[src/rtl/uart_ctrl_pkg.sv]
// rtl/uart_ctrl_pkg.sv - shared state encodings and sizing helpers for uart_ctrl
package uart_ctrl_pkg;

  typedef enum logic [1:0] {
    T_IDLE,
    T_LOAD,
    T_WAIT_BUSY,
    T_WAIT_EMPTY
  } tx_state_e;

  typedef enum logic [1:0] {
    R_IDLE,
    R_CAPT,
    R_HOLD
  } rx_state_e;

  function automatic int tmo_cnt_w(input int busy_timeout);
    return $clog2(busy_timeout + 1);
  endfunction

endpackage

[src/rtl/uart_ctrl_rr_arbiter.sv]
// rtl/uart_ctrl_rr_arbiter.sv - combinational round-robin select with frame-lock override
module rr_arbiter #(
  parameter int NUM_REQ = 4,
  parameter int ID_W    = 2
) (
  input  logic [NUM_REQ-1:0] req_i,
  input  logic [ID_W-1:0]    ptr_i,
  input  logic               lock_i,
  input  logic [ID_W-1:0]    lock_id_i,
  output logic               gnt_valid_o,
  output logic [ID_W-1:0]    gnt_id_o
);

  function automatic logic [ID_W-1:0] wrap_idx(input logic [ID_W-1:0] base, input int off);
    int s;
    s = int'(base) + off;
    if (s >= NUM_REQ) s = s - NUM_REQ;
    return s[ID_W-1:0];
  endfunction

  // Scan from the far end back toward the pointer so the closest request wins.
  always_comb begin
    gnt_valid_o = 1'b0;
    gnt_id_o    = '0;
    if (lock_i) begin
      gnt_valid_o = req_i[lock_id_i];
      gnt_id_o    = lock_id_i;
    end else begin
      for (int i = NUM_REQ - 1; i >= 0; i--) begin
        if (req_i[wrap_idx(ptr_i, i)]) begin
          gnt_valid_o = 1'b1;
          gnt_id_o    = wrap_idx(ptr_i, i);
        end
      end
    end
  end

endmodule

[src/rtl/uart_ctrl.sv]
// rtl/uart_ctrl.sv - arbitrates byte requesters onto the uart TX path and unloads uart RX bytes
module uart_ctrl
  import uart_ctrl_pkg::*;
#(
  parameter int NUM_REQ      = 4,
  parameter int DATA_W       = 8,
  parameter int BUSY_TIMEOUT = 16,
  localparam int ID_W        = $clog2(NUM_REQ)
) (
  input  logic                      clk,
  input  logic                      reset,
  input  logic                      enable,
  input  logic [NUM_REQ-1:0]        req_valid,
  input  logic [NUM_REQ*DATA_W-1:0] req_data,
  input  logic [NUM_REQ-1:0]        req_last,
  output logic [NUM_REQ-1:0]        req_ready,
  output logic [ID_W-1:0]           grant_id,
  output logic                      ld_tx_data,
  output logic [DATA_W-1:0]         tx_data,
  output logic                      tx_enable,
  input  logic                      tx_empty,
  output logic                      rx_enable,
  output logic                      uld_rx_data,
  input  logic [DATA_W-1:0]         rx_data,
  input  logic                      rx_empty,
  output logic [DATA_W-1:0]         rx_byte,
  output logic                      rx_valid,
  input  logic                      rx_ready,
  output logic                      busy,
  output logic                      timeout_err
);

  localparam int CNT_W = tmo_cnt_w(BUSY_TIMEOUT);

  tx_state_e             tx_state_q, tx_state_d;
  logic [ID_W-1:0]       ptr_q, ptr_d;
  logic                  lock_q, lock_d;
  logic [ID_W-1:0]       gid_q, gid_d;
  logic [DATA_W-1:0]     tx_data_q, tx_data_d;
  logic [NUM_REQ-1:0]    req_ready_q, req_ready_d;
  logic                  ld_q, ld_d;
  logic [CNT_W-1:0]      cnt_q, cnt_d;
  logic                  tmo_q, tmo_d;
  logic                  en_q;

  rx_state_e             rx_state_q, rx_state_d;
  logic                  uld_q, uld_d;
  logic [DATA_W-1:0]     rx_byte_q, rx_byte_d;
  logic                  rx_valid_q, rx_valid_d;

  logic                  gnt_valid;
  logic [ID_W-1:0]       gnt_id;

  rr_arbiter #(
    .NUM_REQ (NUM_REQ),
    .ID_W    (ID_W)
  ) u_arb (
    .req_i       (req_valid),
    .ptr_i       (ptr_q),
    .lock_i      (lock_q),
    .lock_id_i   (gid_q),
    .gnt_valid_o (gnt_valid),
    .gnt_id_o    (gnt_id)
  );

  always_comb begin
    tx_state_d  = tx_state_q;
    ptr_d       = ptr_q;
    lock_d      = lock_q;
    gid_d       = gid_q;
    tx_data_d   = tx_data_q;
    req_ready_d = '0;
    ld_d        = 1'b0;
    cnt_d       = cnt_q;
    tmo_d       = tmo_q;
    case (tx_state_q)
      T_IDLE: begin
        if (enable && tx_empty && gnt_valid) begin
          tx_data_d           = req_data[int'(gnt_id)*DATA_W +: DATA_W];
          req_ready_d[gnt_id] = 1'b1;
          gid_d               = gnt_id;
          lock_d              = !req_last[gnt_id];
          if (req_last[gnt_id]) ptr_d = (int'(gnt_id) == NUM_REQ - 1) ? '0 : gnt_id + 1'b1;
          tx_state_d          = T_LOAD;
        end
      end
      T_LOAD: begin
        ld_d       = 1'b1;
        cnt_d      = '0;
        tx_state_d = T_WAIT_BUSY;
      end
      // The uart may take a cycle or two to show the load; give up after BUSY_TIMEOUT.
      T_WAIT_BUSY: begin
        if (!tx_empty) begin
          tx_state_d = T_WAIT_EMPTY;
        end else if (cnt_q == CNT_W'(BUSY_TIMEOUT - 1)) begin
          tmo_d      = 1'b1;
          tx_state_d = T_IDLE;
        end else begin
          cnt_d = cnt_q + 1'b1;
        end
      end
      T_WAIT_EMPTY: begin
        if (tx_empty) tx_state_d = T_IDLE;
      end
      default: tx_state_d = T_IDLE;
    endcase
  end

  always_comb begin
    rx_state_d = rx_state_q;
    uld_d      = 1'b0;
    rx_byte_d  = rx_byte_q;
    rx_valid_d = rx_valid_q;
    case (rx_state_q)
      R_IDLE: begin
        if (enable && !rx_empty && !rx_valid_q) begin
          uld_d      = 1'b1;
          rx_state_d = R_CAPT;
        end
      end
      // Skip the cycle the unload strobe is live so the uart has updated rx_data.
      R_CAPT: begin
        if (!uld_q) begin
          rx_byte_d  = rx_data;
          rx_valid_d = 1'b1;
          rx_state_d = R_HOLD;
        end
      end
      R_HOLD: begin
        if (rx_valid_q && rx_ready) begin
          rx_valid_d = 1'b0;
          rx_state_d = R_IDLE;
        end
      end
      default: rx_state_d = R_IDLE;
    endcase
  end

  always_ff @(posedge clk or negedge reset) begin
    if (!reset) begin
      tx_state_q  <= T_IDLE;
      ptr_q       <= '0;
      lock_q      <= 1'b0;
      gid_q       <= '0;
      tx_data_q   <= '0;
      req_ready_q <= '0;
      ld_q        <= 1'b0;
      cnt_q       <= '0;
      tmo_q       <= 1'b0;
      en_q        <= 1'b0;
      rx_state_q  <= R_IDLE;
      uld_q       <= 1'b0;
      rx_byte_q   <= '0;
      rx_valid_q  <= 1'b0;
    end else begin
      tx_state_q  <= tx_state_d;
      ptr_q       <= ptr_d;
      lock_q      <= lock_d;
      gid_q       <= gid_d;
      tx_data_q   <= tx_data_d;
      req_ready_q <= req_ready_d;
      ld_q        <= ld_d;
      cnt_q       <= cnt_d;
      tmo_q       <= tmo_d;
      en_q        <= enable;
      rx_state_q  <= rx_state_d;
      uld_q       <= uld_d;
      rx_byte_q   <= rx_byte_d;
      rx_valid_q  <= rx_valid_d;
    end
  end

  assign req_ready   = req_ready_q;
  assign grant_id    = gid_q;
  assign ld_tx_data  = ld_q;
  assign tx_data     = tx_data_q;
  assign tx_enable   = en_q;
  assign rx_enable   = en_q;
  assign uld_rx_data = uld_q;
  assign rx_byte     = rx_byte_q;
  assign rx_valid    = rx_valid_q;
  assign busy        = (tx_state_q != T_IDLE);
  assign timeout_err = tmo_q;

endmodule

[config.mk]
export PLATFORM = sky130hd
export DESIGN_NAME = uart_ctrl
export DESIGN_NICKNAME = d
export VERILOG_FILES = /design/src/rtl/uart_ctrl_pkg.sv /design/src/rtl/uart_ctrl_rr_arbiter.sv /design/src/rtl/uart_ctrl.sv
export SDC_FILE = /design/constraint.sdc
export NUM_CORES = 1
export LEC_CHECK = 0
export BUFFER_PORTS_ARGS = -buffer_cell sky130_fd_sc_hd__buf_2
export CAP_MARGIN = 5
export CORE_ASPECT_RATIO = 0.6
export CORE_UTILIZATION = 50
export DETAILED_ROUTE_END_ITERATION = 16
export PLACE_DENSITY = 0.82
export SETUP_SLACK_MARGIN = 0.5
export SYNTH_ARGS = -nofsm -noshare
export SYNTH_HDL_FRONTEND = slang
export SYNTH_SLANG_ARGS = --single-unit
[constraint.sdc]
create_clock -name clk -period 3.6 [get_ports clk]
set_clock_uncertainty 0.05 [all_clocks]
set_input_delay 0.18 -clock clk [delete_from_list [all_inputs] [get_ports clk]]
set_output_delay 0.18 -clock clk [all_outputs]
set_load 0.01 [all_outputs]
==> Implementation_results.wiki, run 1 <==
{| class="wikitable"
! Metric !! Value
|-
| Outcome || finished, final reports clean
|-
| Chip Height || 51.97 um
|-
| Upper clock frequency limit || 387.0 MHz
|-
| Mean Syn Cell Area || 11.96 um2
|-
| Die width || 85.28 um
|-
| Detailed-route wire length || 4.743 mm
|-
| Portion of total power attributed to sequential cells || 0.361
|-
| TritonCTS clock tree || yes
|-
| CP startpoint kind || flop
|-
| Fraction of power spent switching nets || 0.3585
|-
| Dominant combinational cell family by area after synthesis || multiplexers
|-
| Post-synthesis sequential area ratio || 0.4690
|-
| Count of unique library cells instantiated by Yosys || 45
|-
| Compound-cell area share of the yosys netlist || 0.1161
|-
| Power share of the combinational group || 0.435
|-
| Number of buffers inserted during clock tree synthesis || 5
|-
| Cells along the critical path || and4b_1 > a2111oi_0 > o32ai_2 > clkinv_2 > mux4_2 > mux2_2
|-
| Fraction of registers with async set/reset || 1.000
|-
| Final sum of negative setup slack || 0 ps
|-
| Clock transition at the register clock pins on the worst setup and hold paths after CTS || 80 ps
|-
| Gpl congestion || 0.9796
|-
| Final setup violation count || 0
|-
| Arrival time at the worst endpoint || 2710 ps
|-
| Layout-stage area growth over the synthesis result || 27.90%
|-
| Area of the placeable core || 3829 um2
|-
| Number of antenna violations at the first check in global routing || 0
|-
| Violation count after the first detailed-routing iteration || 47
|-
| Number of enable-type register cells in the synthesized netlist || 0
|-
| Std-Cell Rows || 17
|-
| Crit path max fanout || 11
|-
| Worst min-delay path class || input pin to flop
|-
| Clock Tree Buf Depth || 2
|-
| Number of nets with antenna violations after detailed routing || 0
|-
| Die area || 4432 um2
|-
| Simple-gate portion of the synthesized area || 0.1305
|-
| Average wire per standard cell || 15.45 um
|-
| Buffers added on ports || 82
|-
| Arithmetic-cell share of the synthesized area counting full adders, half adders and majority gates || 0.03608
|-
| Power per cell area || 789.5 nW/um2
|-
| Ratio of cells with drive above 1 in the final layout || 0.4731
|-
| Mux share of post-synthesis cell area || 0.2099
|-
| Clk root buf || sky130_fd_sc_hd__clkbuf_8
|-
| Number of storage elements in the synthesis netlist || 39
|-
| Drt first pass iters || 4
|-
| Leakage power total || 1.311 nW
|-
| Most used DFF post-synth || sky130_fd_sc_hd__dfrtp_1
|-
| Slew margin rel. || 0.4367
|-
| CP required || 3730 ps
|-
| Unrepaired setup endpoints after global routing || false
|-
| Clk Latency, worst-skew pair || 290 ps
|-
| Xor and xnor fraction of the mapped netlist area || 0
|-
| Vias in the first global route || 1610
|-
| Power Internal || 1.348 mW
|-
| Synth Warn # || 0
|-
| Remaining global-route overflow || 0
|-
| Synthesized netlist net count || 234
|-
| Pin count of the biggest net entering global routing || 40
|-
| Total via count in the routed design || 1691
|-
| Post-synth design cell area || 2081 um2
|-
| Max-slew violation total from the final report || 0
|-
| GR Util All Layers || 0.2299
|-
| Global-route wire length before repair || 7.617 mm
|-
| Standard cell with the maximum stage delay on the critical path || sky130_fd_sc_hd__a2111oi_0
|-
| H-Tree Level Count || 2
|-
| Portion of total power attributed to the clock network || 0.204
|-
| Total of max-cap violations || 0
|-
| Switching power of the nets || 0.7532 mW
|-
| Setup CP Type || flop to flop
|-
| Worst vdd ir || 0.3820 mV
|-
| Number of cells traversed by the worst hold path || 2
|-
| Layout filler cell count || 285
|-
| Number of instances in the synthesized netlist || 174
|-
| Length of routed wiring on met1 || 2.228 mm
|-
| Final Total Pwr || 2.101 mW
|-
| Vias/cell || 5.508
|-
| Kind of capture point of the worst setup path || flop
|-
| Final routed DRC violation total || 0
|-
| Number of nets in the finished design || 319
|-
| Combined area of the multi-input logic cells || 1025 um2
|-
| Crit path largest cell delay || 590 ps
|-
| Final period utilization || 0.7178
|-
| Final worst path period need || 2584 ps
|-
| Top routing layer in use || met4
|-
| Worst-case reg-to-reg path depth || 6
|-
| Met2 WL || 2.180 mm
|-
| DPL Wire Length || 3.626 mm
|-
| Initial core utilization || 0.5435
|-
| Antenna Diode Count || 0
|-
| Ports || 83
|-
| Register Area || 975.9 um2
|-
| Buffer count from post-CTS setup fixing || 0
|-
| Number of clock sinks || 39
|-
| Final Hold Vio Count || 0
|-
| Metal3 WL || 273 um
|-
| Slew @ Worst Pin || 845.0 ps
|}
## state kept, by name, indices dropped and copies added, names as in the netlist
name,count
tx_state_q,2
grant_id,2
req_ready,4
uld_rx_data,1
rx_byte,8
timeout_err,1
rx_state_q,2
lock_q,1
ptr_q,2
cnt_q,5
rx_enable,1
ld_tx_data,1
tx_data,8
rx_valid,1
## cells by family (layout without fill, tap and decap cells)
group	after synthesis	after routing
fa+ha+maj	6	6
simple gates	53	53
flops	39	39
buf+inv	15	101
compound gates	32	32
mux	29	29
## layout make-up
type | instances | share of cell area
Multi-Input combinational cell | 120 | 0.3850
Clock buffer | 6 | 0.02727
Timing Repair Buffer | 85 | 0.1646
Clock inverter | 2 | 0.02257
Tap cell | 47 | 0.02210
Sequential cell | 39 | 0.3667
Inverter | 8 | 0.01175
## cell usage in the layout, fill, tap and decap left out, drive strengths merged, types with 6 or more instances in the layout
master	n
buf	83
inv	7
mux2	18
ha	6
nor2	10
mux4	9
o21ai	7
dfrtp	39
nor3	8
and2	6
clkbuf	6
nand2	12
a21oi	8
## final timing paths
check,end,slack (ps),start
max,tx_data[3],1020,ptr_q[1]
min,rx_byte[0],60,rx_data[0]
max reg2reg,tx_data[3],1020,ptr_q[1]
min reg2reg,timeout_err,430,timeout_err
max in group asynchronous,lock_q,2490,reset
min in group asynchronous,tx_state_q[1],480,reset
## repair_timing
item	in CTS	in global routing
hold buffers	2	0
hold endpoints to repair	40	0
resized for setup	0	0
## critical path, delay by kind of cell, from the launching register on
kind	cells	cell delay, ps
flip-flops	1	470
AO/OA/AOI/OAI	2	880
AND/OR/NAND/NOR	1	240
multiplexers	2	610
buffers and inverters	1	230
## through the flow
step	area, um2	utilization	std cells	setup WS (ps)	hold slack (ps)
after global placement	2509	0.6552	297	1104	279.8
after floorplan	2081	-	174	1326	-165.6
final	2661	0.6951	307	1016	64.45
after detailed placement	2509	0.6552	297	1068	293.4
after CTS	2661	0.6951	307	1038	59.61
after global routing	2661	0.6951	307	933.6	61.55
## power by group through the flow
stage	combinational, mW	clock, mW	sequential, mW
2_1_floorplan	0.632	0	0.772
3_3_place_gp	0.890	0	0.757
3_5_place_dp	0.923	0	0.760
4_1_cts	0.926	0.436	0.757
5_1_grt	1.00	0.451	0.782
6_report	0.913	0.429	0.759
## cells in the mapped netlist, types with 2 or more instances
library cell / count / share of area
sky130_fd_sc_hd__and2_1: 6 / 0.018
sky130_fd_sc_hd__nand2b_1: 3 / 0.0090
sky130_fd_sc_hd__o21ai_0: 7 / 0.017
sky130_fd_sc_hd__clkbuf_1: 3 / 0.0054
sky130_fd_sc_hd__dfrtp_1: 39 / 0.47
sky130_fd_sc_hd__nand2_1: 12 / 0.022
sky130_fd_sc_hd__buf_6: 2 / 0.011
sky130_fd_sc_hd__nor3_1: 8 / 0.019
sky130_fd_sc_hd__nor2b_1: 4 / 0.012
sky130_fd_sc_hd__mux4_2: 7 / 0.076
sky130_fd_sc_hd__mux4_1: 2 / 0.025
sky130_fd_sc_hd__mux2i_1: 2 / 0.0096
sky130_fd_sc_hd__nor2_1: 10 / 0.018
sky130_fd_sc_hd__inv_1: 6 / 0.011
sky130_fd_sc_hd__and3_1: 3 / 0.0090
sky130_fd_sc_hd__o211ai_1: 2 / 0.0072
sky130_fd_sc_hd__a21oi_1: 8 / 0.019
sky130_fd_sc_hd__ha_1: 6 / 0.036
sky130_fd_sc_hd__mux2_2: 17 / 0.092
sky130_fd_sc_hd__buf_4: 2 / 0.0072
## routing by layer
metal	vias up	global-route usage
li1	810	-
met1	815	0.3164
met2	60	0.3535
met3	6	0.06190
met4	0	0.08611
met5	-	0
(Power assumes the default switching activity.)
==> run 2: changes to the inputs <==
--- a/config.mk
+++ b/config.mk
@@ -5,12 +5,13 @@
 export SDC_FILE = /design/constraint.sdc
 export NUM_CORES = 1
 export LEC_CHECK = 0
+export ABC_AREA = 1
 export BUFFER_PORTS_ARGS = -buffer_cell sky130_fd_sc_hd__buf_2
 export CAP_MARGIN = 5
 export CORE_ASPECT_RATIO = 0.6
 export CORE_UTILIZATION = 50
 export DETAILED_ROUTE_END_ITERATION = 16
-export PLACE_DENSITY = 0.82
+export PLACE_DENSITY = 0.8
 export SETUP_SLACK_MARGIN = 0.5
 export SYNTH_ARGS = -nofsm -noshare
 export SYNTH_HDL_FRONTEND = slang
==> constraint.sdc (replaced) <==
create_clock -name clk -period 2.4 [get_ports clk]
set_clock_uncertainty 0.05 [all_clocks]
set_input_delay 0.12 -clock clk [delete_from_list [all_inputs] [get_ports clk]]
set_output_delay 0.12 -clock clk [all_outputs]
set_load 0.01 [all_outputs]
==> Implementation_results.wiki, run 2 <==
{| class="wikitable"
! Metric !! Value
|-
| Outcome || finished, final reports clean (unchanged)
|-
| Number of enable-type register cells in the synthesized netlist || 0 (unchanged)
|-
| CP required || 2530 ps (was 3730 ps)
|-
| Final worst path period need || 2081 ps (was 2584 ps)
|-
| Clk root buf || sky130_fd_sc_hd__clkbuf_8 (unchanged)
|-
| Capture point of the worst reg-to-reg path || ptr_q[0] (was tx_data[3])
|-
| Remaining global-route overflow || 0 (unchanged)
|-
| Arrival time at the worst endpoint || 2210 ps (was 2710 ps)
|-
| Max-slew violation total from the final report || 0 (unchanged)
|-
| Most common cell in the synthesized netlist || sky130_fd_sc_hd__nand2_1 (was sky130_fd_sc_hd__dfrtp_1)
|-
| Final setup violation count || 0 (unchanged)
|-
| Die area || 4940 um2 (was 4432 um2)
|-
| Unrepaired setup endpoints after global routing || true (was false)
|-
| Pin count of the biggest net entering global routing || 40 (unchanged)
|-
| Average wire per standard cell || 13.99 um (was 15.45 um)
|-
| Total of max-cap violations || 0 (unchanged)
|-
| Placed Cells incl. Taps || 432 (was 297)
|-
| Arithmetic-cell share of the synthesized area counting full adders, half adders and majority gates || 0.03226 (was 0.03608)
|-
| Worst vdd ir || 0.6032 mV (was 0.3820 mV)
|-
| Final period utilization || 0.8670 (was 0.7178)
|-
| Ports || 83 (unchanged)
|-
| DPL Wire Length || 4.130 mm (was 3.626 mm)
|-
| Worst setup slack after layout || 319.2 ps (was 1016 ps)
|-
| Std-Cell Rows || 18 (was 17)
|-
| Area of the placeable core || 4279 um2 (was 3829 um2)
|-
| Post-placement worst setup slack || 257.2 ps (was 1068 ps)
|-
| Final Hold Vio Count || 0 (unchanged)
|-
| Chip Height || 54.85 um (was 51.97 um)
|-
| Number of antenna violations at the first check in global routing || 0 (unchanged)
|-
| Mux share of post-synthesis cell area || 0.03871 (was 0.2099)
|-
| Xor and xnor fraction of the mapped netlist area || 0.007527 (was 0)
|-
| Upper clock frequency limit || 480.6 MHz (was 387.0 MHz)
|-
| TritonCTS clock tree || yes (unchanged)
|-
| Share of the synthesized area in the top cell type || 0.4194 (was 0.4690)
|-
| Fraction of registers with async set/reset || 1.000 (unchanged)
|-
| Synthesized netlist net count || 356 (was 234)
|-
| Post-Route Hold Slack || 6.067 ps (was 64.45 ps)
|-
| Number of instances in the synthesized netlist || 296 (was 174)
|-
| Setup CP Type || flop to flop (unchanged)
|-
| Drt first pass iters || 5 (was 4)
|-
| Most used cells in the layout excluding fill and tap cells || sky130_fd_sc_hd__buf_2, sky130_fd_sc_hd__nand2_1, sky130_fd_sc_hd__inv_1 (was sky130_fd_sc_hd__buf_2, sky130_fd_sc_hd__dfrtp_1, sky130_fd_sc_hd__mux2_2)
|-
| Number of non-filler instances in the completed layout || 452 (was 307)
|-
| Clock Tree Buf Depth || 2 (unchanged)
|-
| Commonest cells post-synth || sky130_fd_sc_hd__nand2_1, sky130_fd_sc_hd__inv_1, sky130_fd_sc_hd__dfrtp_1, sky130_fd_sc_hd__nor2_1, sky130_fd_sc_hd__nand3_1 (was sky130_fd_sc_hd__dfrtp_1, sky130_fd_sc_hd__mux2_2, sky130_fd_sc_hd__nand2_1, sky130_fd_sc_hd__nor2_1)
|-
| Leakage power total || 1.735 nW (was 1.311 nW)
|-
| Slew margin rel. || 0.4364 (was 0.4367)
|-
| Post-synthesis sequential area ratio || 0.4194 (was 0.4690)
|-
| Slew @ Worst Pin || 845.5 ps (was 845.0 ps)
|-
| Cell accounting for the most synthesized area || sky130_fd_sc_hd__dfrtp_1 (unchanged)
|-
| Number of nets in the finished design || 451 (was 319)
|-
| Synth Warn # || 0 (unchanged)
|-
| Dominant combinational cell family by area after synthesis || simple AND/OR/NAND/NOR gates (was multiplexers)
|-
| CP startpoint kind || flop (unchanged)
|-
| Antenna Diode Count || 0 (unchanged)
|-
| Worst reg2reg path startpoint || ptr_q[0] (was ptr_q[1])
|-
| Ratio of cells with drive above 1 in the final layout || 0.4031 (was 0.4731)
|-
| Worst-case reg-to-reg path depth || 12 (was 6)
|-
| GR Util All Layers || 0.2566 (was 0.2299)
|-
| Final Total Pwr || 4.520 mW (was 2.101 mW)
|-
| Number of nets with antenna violations after detailed routing || 0 (unchanged)
|-
| Detailed-route wire length || 6.324 mm (was 4.743 mm)
|-
| Power per cell area || 1421 nW/um2 (was 789.5 nW/um2)
|-
| Kind of capture point of the worst setup path || flop (unchanged)
|-
| Vias in the first global route || 2137 (was 1610)
|-
| Final routed DRC violation total || 0 (unchanged)
|-
| Most used DFF post-synth || sky130_fd_sc_hd__dfrtp_1 (unchanged)
|-
| Number of clock sinks || 39 (unchanged)
|-
| Final sum of negative setup slack || 0 ps (unchanged)
|-
| Number of storage elements in the synthesis netlist || 39 (unchanged)
|-
| Total via count in the routed design || 2345 (was 1691)
|-
| Main area contributors after synthesis || sky130_fd_sc_hd__dfrtp_1, sky130_fd_sc_hd__nand2_1, sky130_fd_sc_hd__inv_1 (was sky130_fd_sc_hd__dfrtp_1, sky130_fd_sc_hd__mux2_2, sky130_fd_sc_hd__mux4_2)
|-
| Worst min-delay path class || input pin to flop (unchanged)
|-
| Simple-gate portion of the synthesized area || 0.2995 (was 0.1305)
|-
| H-Tree Level Count || 2 (unchanged)
|-
| Start point of the critical path || ptr_q[0] (was ptr_q[1])
|-
| Mean Syn Cell Area || 7.862 um2 (was 11.96 um2)
|-
| Clock transition at the register clock pins on the worst setup and hold paths after CTS || 80 ps (about the same)
|-
| Layout filler cell count || 327 (was 285)
|-
| Crit path max fanout || 8 (was 11)
|-
| Compound-cell area share of the yosys netlist || 0.08656 (was 0.1161)
|-
| Post-synth design cell area || 2327 um2 (was 2081 um2)
|-
| Initial core utilization || 0.5439 (was 0.5435)
|-
| Critical Path End || ptr_q[0] (was tx_data[3])
|-
| Gpl congestion || 0.8405 (was 0.9796)
|-
| Register-to-register path setup slack || 320 ps (was 1020 ps)
|-
| Count of unique library cells instantiated by Yosys || 36 (was 45)
|-
| Violation count after the first detailed-routing iteration || 208 (was 47)
|-
| Vias/cell || 5.188 (was 5.508)
|-
| Clk Latency, worst-skew pair || 290 ps (about the same)
|-
| Die width || 90.08 um (was 85.28 um)
|-
| Buffers added on ports || 82 (unchanged)
|-
| Most common library cell in the layout ignoring fill and taps || sky130_fd_sc_hd__buf_2 (unchanged)
|-
| Number of buffers inserted during clock tree synthesis || 5 (unchanged)
|-
| Layout-stage area growth over the synthesis result || 36.72% (was 27.90%)
|-
| Global-route wire length before repair || 9.673 mm (was 7.617 mm)
|}
## run 2: cell types whose count changed after synthesis, moves of 5 or more
cell                       previous run  this run
sky130_fd_sc_hd__nand2_1             12        77
sky130_fd_sc_hd__inv_1                6        46
sky130_fd_sc_hd__nand3_1              1        23
sky130_fd_sc_hd__nor2_1              10        25
sky130_fd_sc_hd__mux2_2              17         8
sky130_fd_sc_hd__o21ai_1              0         9
sky130_fd_sc_hd__nand3b_1             0         8
sky130_fd_sc_hd__mux4_2               7         0
sky130_fd_sc_hd__nor3_1               8         1
sky130_fd_sc_hd__nand3_2              0         6
sky130_fd_sc_hd__a21oi_1              8         3
sky130_fd_sc_hd__and2_1               6         1
## run 2: cell type report
class	instances	area, um2	area share
well taps	60	75.07	0.02359
multi-input cells	200	1262	0.3968
repair buffers	97	546.8	0.1718
clock inverters	2	60.06	0.01888
flip-flops and latches	39	978.4	0.3075
inverters	48	186.4	0.05859
clock buffers	6	72.57	0.02281
## run 2: critical path, stage by stage, from the launching register on
cell and delay [ps]:
sky130_fd_sc_hd__dfrtp_2 480, sky130_fd_sc_hd__buf_6 150, sky130_fd_sc_hd__o21ai_4 150, sky130_fd_sc_hd__nor2_2 70, sky130_fd_sc_hd__nor2_1 150, sky130_fd_sc_hd__nand3_2 110, sky130_fd_sc_hd__nand3_4 220, sky130_fd_sc_hd__buf_6 170
sky130_fd_sc_hd__nand3_1 90, sky130_fd_sc_hd__nand3_2 110, sky130_fd_sc_hd__nand3_2 80, sky130_fd_sc_hd__nand2_1 80, sky130_fd_sc_hd__nand2_1 60
## run 2: through the flow
stage	area (um2)	utilization
6_report	3182	0.7436
5_1_grt	3182	0.7436
4_1_cts	3090	0.7222
3_5_place_dp	2791	0.6523
3_3_place_gp	2791	0.6523
2_1_floorplan	2359	-
## run 2: where the power goes
part           internal [mW]  leakage, nW  switching, mW
registers              0.906        0.492          0.185
clock network          0.416       0.0654          0.231
logic                   1.11         1.18           1.68
## run 2: layer usage
metal / vias up / wire length (um) / share of wire / track usage
li1: 1129 / - / - / -
met1: 1075 / 2775 / 0.44 / 0.3351
met2: 127 / 2908 / 0.46 / 0.4288
met3: 14 / 528 / 0.083 / 0.06389
met4: 0 / 112 / 0.018 / 0.08871
met5: - / 0 / 0 / 0
## run 2: how the worst min path moves through the flow
stage	start	to	cells after the start
finish	rx_data[4]	rx_byte[4]	2
global route	rx_data[2]	rx_byte[2]	2
CTS	rx_data[4]	rx_byte[4]	2
detailed placement	reset	rx_state_q[0]	1
global placement	reset	rx_byte[6]	1
floorplan	reset	cnt_q[0]	0
## run 2: what timing repair did
action	CTS	global route
hold endpoints to repair	40	0
gates cloned	3	1
hold buffers	2	0
pin swaps	8	6
buffers inserted	4	2
setup endpoints to repair	19	19
gates resized for setup	23	17
## run 2: cell families after synthesis
kind of cell               count (synthesis)
DFF                                       39
buffers and inverters                     59
xor gates and xnor gates                   2
AOI/OAI and AO/OA                         31
muxes                                      8
and+or+nand+nor                          151
adders and majority gates                  6
==> run 3: changes to the inputs <==
--- a/config.mk
+++ b/config.mk
@@ -8,11 +8,12 @@
 export ABC_AREA = 1
 export BUFFER_PORTS_ARGS = -buffer_cell sky130_fd_sc_hd__buf_2
 export CAP_MARGIN = 5
-export CORE_ASPECT_RATIO = 0.6
+export CORE_ASPECT_RATIO = 0.8
 export CORE_UTILIZATION = 50
 export DETAILED_ROUTE_END_ITERATION = 16
 export PLACE_DENSITY = 0.8
 export SETUP_SLACK_MARGIN = 0.5
+export SLEW_MARGIN = 10
 export SYNTH_ARGS = -nofsm -noshare
 export SYNTH_HDL_FRONTEND = slang
 export SYNTH_SLANG_ARGS = --single-unit
==> Implementation_results.wiki, run 3 (synthesis results as in run 2) <==
{| class="wikitable"
! Metric !! Value
|-
| Outcome || finished, final reports clean (unchanged)
|-
| Std-Cell Rows || 21 (was 18)
|-
| Pin count of the biggest net entering global routing || 40 (unchanged)
|-
| Slew @ Worst Pin || 875.0 ps (was 845.5 ps)
|-
| Setup CP Type || flop to flop (unchanged)
|-
| Final Hold Vio Count || 0 (unchanged)
|-
| Violation count after the first detailed-routing iteration || 94 (was 208)
|-
| CP startpoint kind || flop (unchanged)
|-
| Max-slew violation total from the final report || 0 (unchanged)
|-
| Final worst path period need || 2001 ps (was 2081 ps)
|-
| Worst min-delay path class || input pin to flop (unchanged)
|-
| Portion of total power attributed to the clock network || 0.129 (was 0.143)
|-
| Drt first pass iters || 4 (was 5)
|-
| Power per cell area || 1351 nW/um2 (was 1421 nW/um2)
|-
| Arrival time at the worst endpoint || 2110 ps (was 2210 ps)
|-
| Detailed-route wire length || 5.734 mm (was 6.324 mm)
|-
| Number of nets in the finished design || 448 (was 451)
|-
| Number of buffers inserted during clock tree synthesis || 5 (unchanged)
|-
| GR Util All Layers || 0.2469 (was 0.2566)
|-
| Clock transition at the register clock pins on the worst setup and hold paths after CTS || 80 ps (about the same)
|-
| Chip Height || 63.02 um (was 54.85 um)
|-
| Number of clock sinks || 39 (unchanged)
|-
| Switching power of the nets || 1.979 mW (was 2.092 mW)
|-
| Unrepaired setup endpoints after global routing || true (unchanged)
|-
| Layout-stage area growth over the synthesis result || 33.92% (was 36.72%)
|-
| Leakage power total || 1.715 nW (was 1.735 nW)
|-
| DPL Wire Length || 4.048 mm (was 4.130 mm)
|-
| Die area || 4933 um2 (was 4940 um2)
|-
| Fraction of power spent switching nets || 0.4700 (was 0.4629)
|-
| Vias/cell || 5.072 (was 5.188)
|-
| Initial core utilization || 0.5401 (was 0.5439)
|-
| Most common library cell in the layout ignoring fill and taps || sky130_fd_sc_hd__buf_2 (unchanged)
|-
| Final Total Pwr || 4.211 mW (was 4.520 mW)
|-
| Final period utilization || 0.8338 (was 0.8670)
|-
| Crit path max fanout || 8 (unchanged)
|-
| Total of max-cap violations || 0 (unchanged)
|-
| Remaining global-route overflow || 0 (unchanged)
|-
| Ratio of cells with drive above 1 in the final layout || 0.4036 (was 0.4031)
|-
| TritonCTS clock tree || yes (unchanged)
|-
| Ports || 83 (unchanged)
|-
| Design Area, Final || 3117 um2 (was 3182 um2)
|-
| Number of nets with antenna violations after detailed routing || 0 (unchanged)
|-
| Combined area of the multi-input logic cells || 1250 um2 (was 1262 um2)
|-
| Kind of capture point of the worst setup path || flop (unchanged)
|-
| CP required || 2510 ps (was 2530 ps)
|-
| Area of the placeable core || 4309 um2 (was 4279 um2)
|-
| Clk Latency, worst-skew pair || 280 ps (was 290 ps)
|-
| Buffers added on ports || 82 (unchanged)
|-
| Clock Tree Buf Depth || 2 (unchanged)
|-
| Vias in the first global route || 2210 (was 2137)
|-
| Power Internal || 2.232 mW (was 2.427 mW)
|-
| H-Tree Level Count || 2 (unchanged)
|-
| Total via count in the routed design || 2262 (was 2345)
|-
| Final sum of negative setup slack || 0 ps (unchanged)
|-
| Final setup violation count || 0 (unchanged)
|-
| Die width || 78.28 um (was 90.08 um)
|-
| Slew margin rel. || 0.4167 (was 0.4364)
|-
| Layout filler cell count || 360 (was 327)
|-
| Portion of total power attributed to sequential cells || 0.260 (was 0.241)
|-
| Most used cells in the layout excluding fill and tap cells || sky130_fd_sc_hd__buf_2, sky130_fd_sc_hd__nand2_1, sky130_fd_sc_hd__inv_1 (unchanged)
|-
| Gpl congestion || 0.8976 (was 0.8405)
|-
| Final routed DRC violation total || 0 (unchanged)
|-
| Upper clock frequency limit || 499.7 MHz (was 480.6 MHz)
|-
| Antenna Diode Count || 0 (unchanged)
|-
| Global-route wire length before repair || 9.522 mm (was 9.673 mm)
|-
| Worst vdd ir || 0.9577 mV (was 0.6032 mV)
|-
| Average wire per standard cell || 12.86 um (was 13.99 um)
|-
| Number of antenna violations at the first check in global routing || 0 (unchanged)
|-
| Clk root buf || sky130_fd_sc_hd__clkbuf_8 (unchanged)
|-
| Register Area || 978.4 um2 (unchanged)
|-
| Area after detailed placement || 2788 um2 (was 2791 um2)
|-
| Power share of the combinational group || 0.612 (was 0.616)
|}
==> run 3: critical path, stage by stage (launching register included) <==
cell	delay [ps]
sky130_fd_sc_hd__dfrtp_2	470
sky130_fd_sc_hd__buf_6	160
sky130_fd_sc_hd__xnor2_4	140
sky130_fd_sc_hd__nand2_2	100
sky130_fd_sc_hd__nand3_2	100
sky130_fd_sc_hd__nand3_2	100
sky130_fd_sc_hd__nand3_4	200
sky130_fd_sc_hd__nand2_4	130
sky130_fd_sc_hd__or2_4	280
sky130_fd_sc_hd__o211ai_2	60
sky130_fd_sc_hd__nand3_1	100
==> run 3: per-stage QoR <==
stage | utilization | setup slack [ps] | hold slack [ps] | cells
2_1_floorplan | - | 547.4 | -225.6 | 296
3_3_place_gp | 0.6469 | 333.6 | 217.2 | 429
3_5_place_dp | 0.6469 | 252.9 | 221.4 | 429
4_1_cts | 0.7157 | 441.1 | 4.772 | 446
5_1_grt | 0.7233 | 300.9 | 0.1593 | 446
6_report | 0.7233 | 399.0 | 12.31 | 446
==> run 3: layout make-up <==
| type | instances | share of cell area |
|---|---|---|
| clock buffer | 5 | 0.02208 |
| clock inverter | 3 | 0.01405 |
| inverter | 48 | 0.05901 |
| multi-input combinational | 200 | 0.4010 |
| sequential | 39 | 0.3139 |
| tap | 57 | 0.02288 |
| timing repair buffer | 94 | 0.1670 |
==> run 3: path summary, 6_finish.rpt <==
kind	cells after the start	start	endpoint	slack, ps
setup / recovery	10	ptr_q[0]	tx_data[7]	400
hold / removal	2	rx_data[5]	rx_byte[5]	10
setup reg to reg	10	ptr_q[0]	tx_data[7]	400
hold reg to reg	2	tx_data[5]	tx_data[5]	440
max in group asynchronous	2	reset	ptr_q[0]	1260
min in group asynchronous	2	reset	rx_enable	440
==> run 3: layer usage <==
metal  up-vias  global-route usage  share of wire
li1       1123                   -              -
met1      1051              0.3143           0.45
met2        80              0.3991           0.47
met3         8             0.05547          0.060
met4         0              0.1134          0.014
met5         -                   0              0
==> run 3: timing repair <==
item                       4_1_cts  5_1_grt
gates cloned                     3        0
buffers inserted                 4        0
hold endpoints to repair        40        0
pin swaps                       12        7
resized for setup               27        8
setup endpoints to repair       17       16
hold buffers                     2        0
==> run 3: power groups by stage <==
stage | combinational, mW | sequential (mW) | clock [mW]
after floorplan | 1.62 | 1.14 | 0
after global placement | 2.09 | 1.08 | 0
after detailed placement | 2.15 | 1.09 | 0
after CTS | 2.49 | 1.09 | 0.551
after global routing | 2.82 | 1.13 | 0.578
final | 2.58 | 1.09 | 0.542
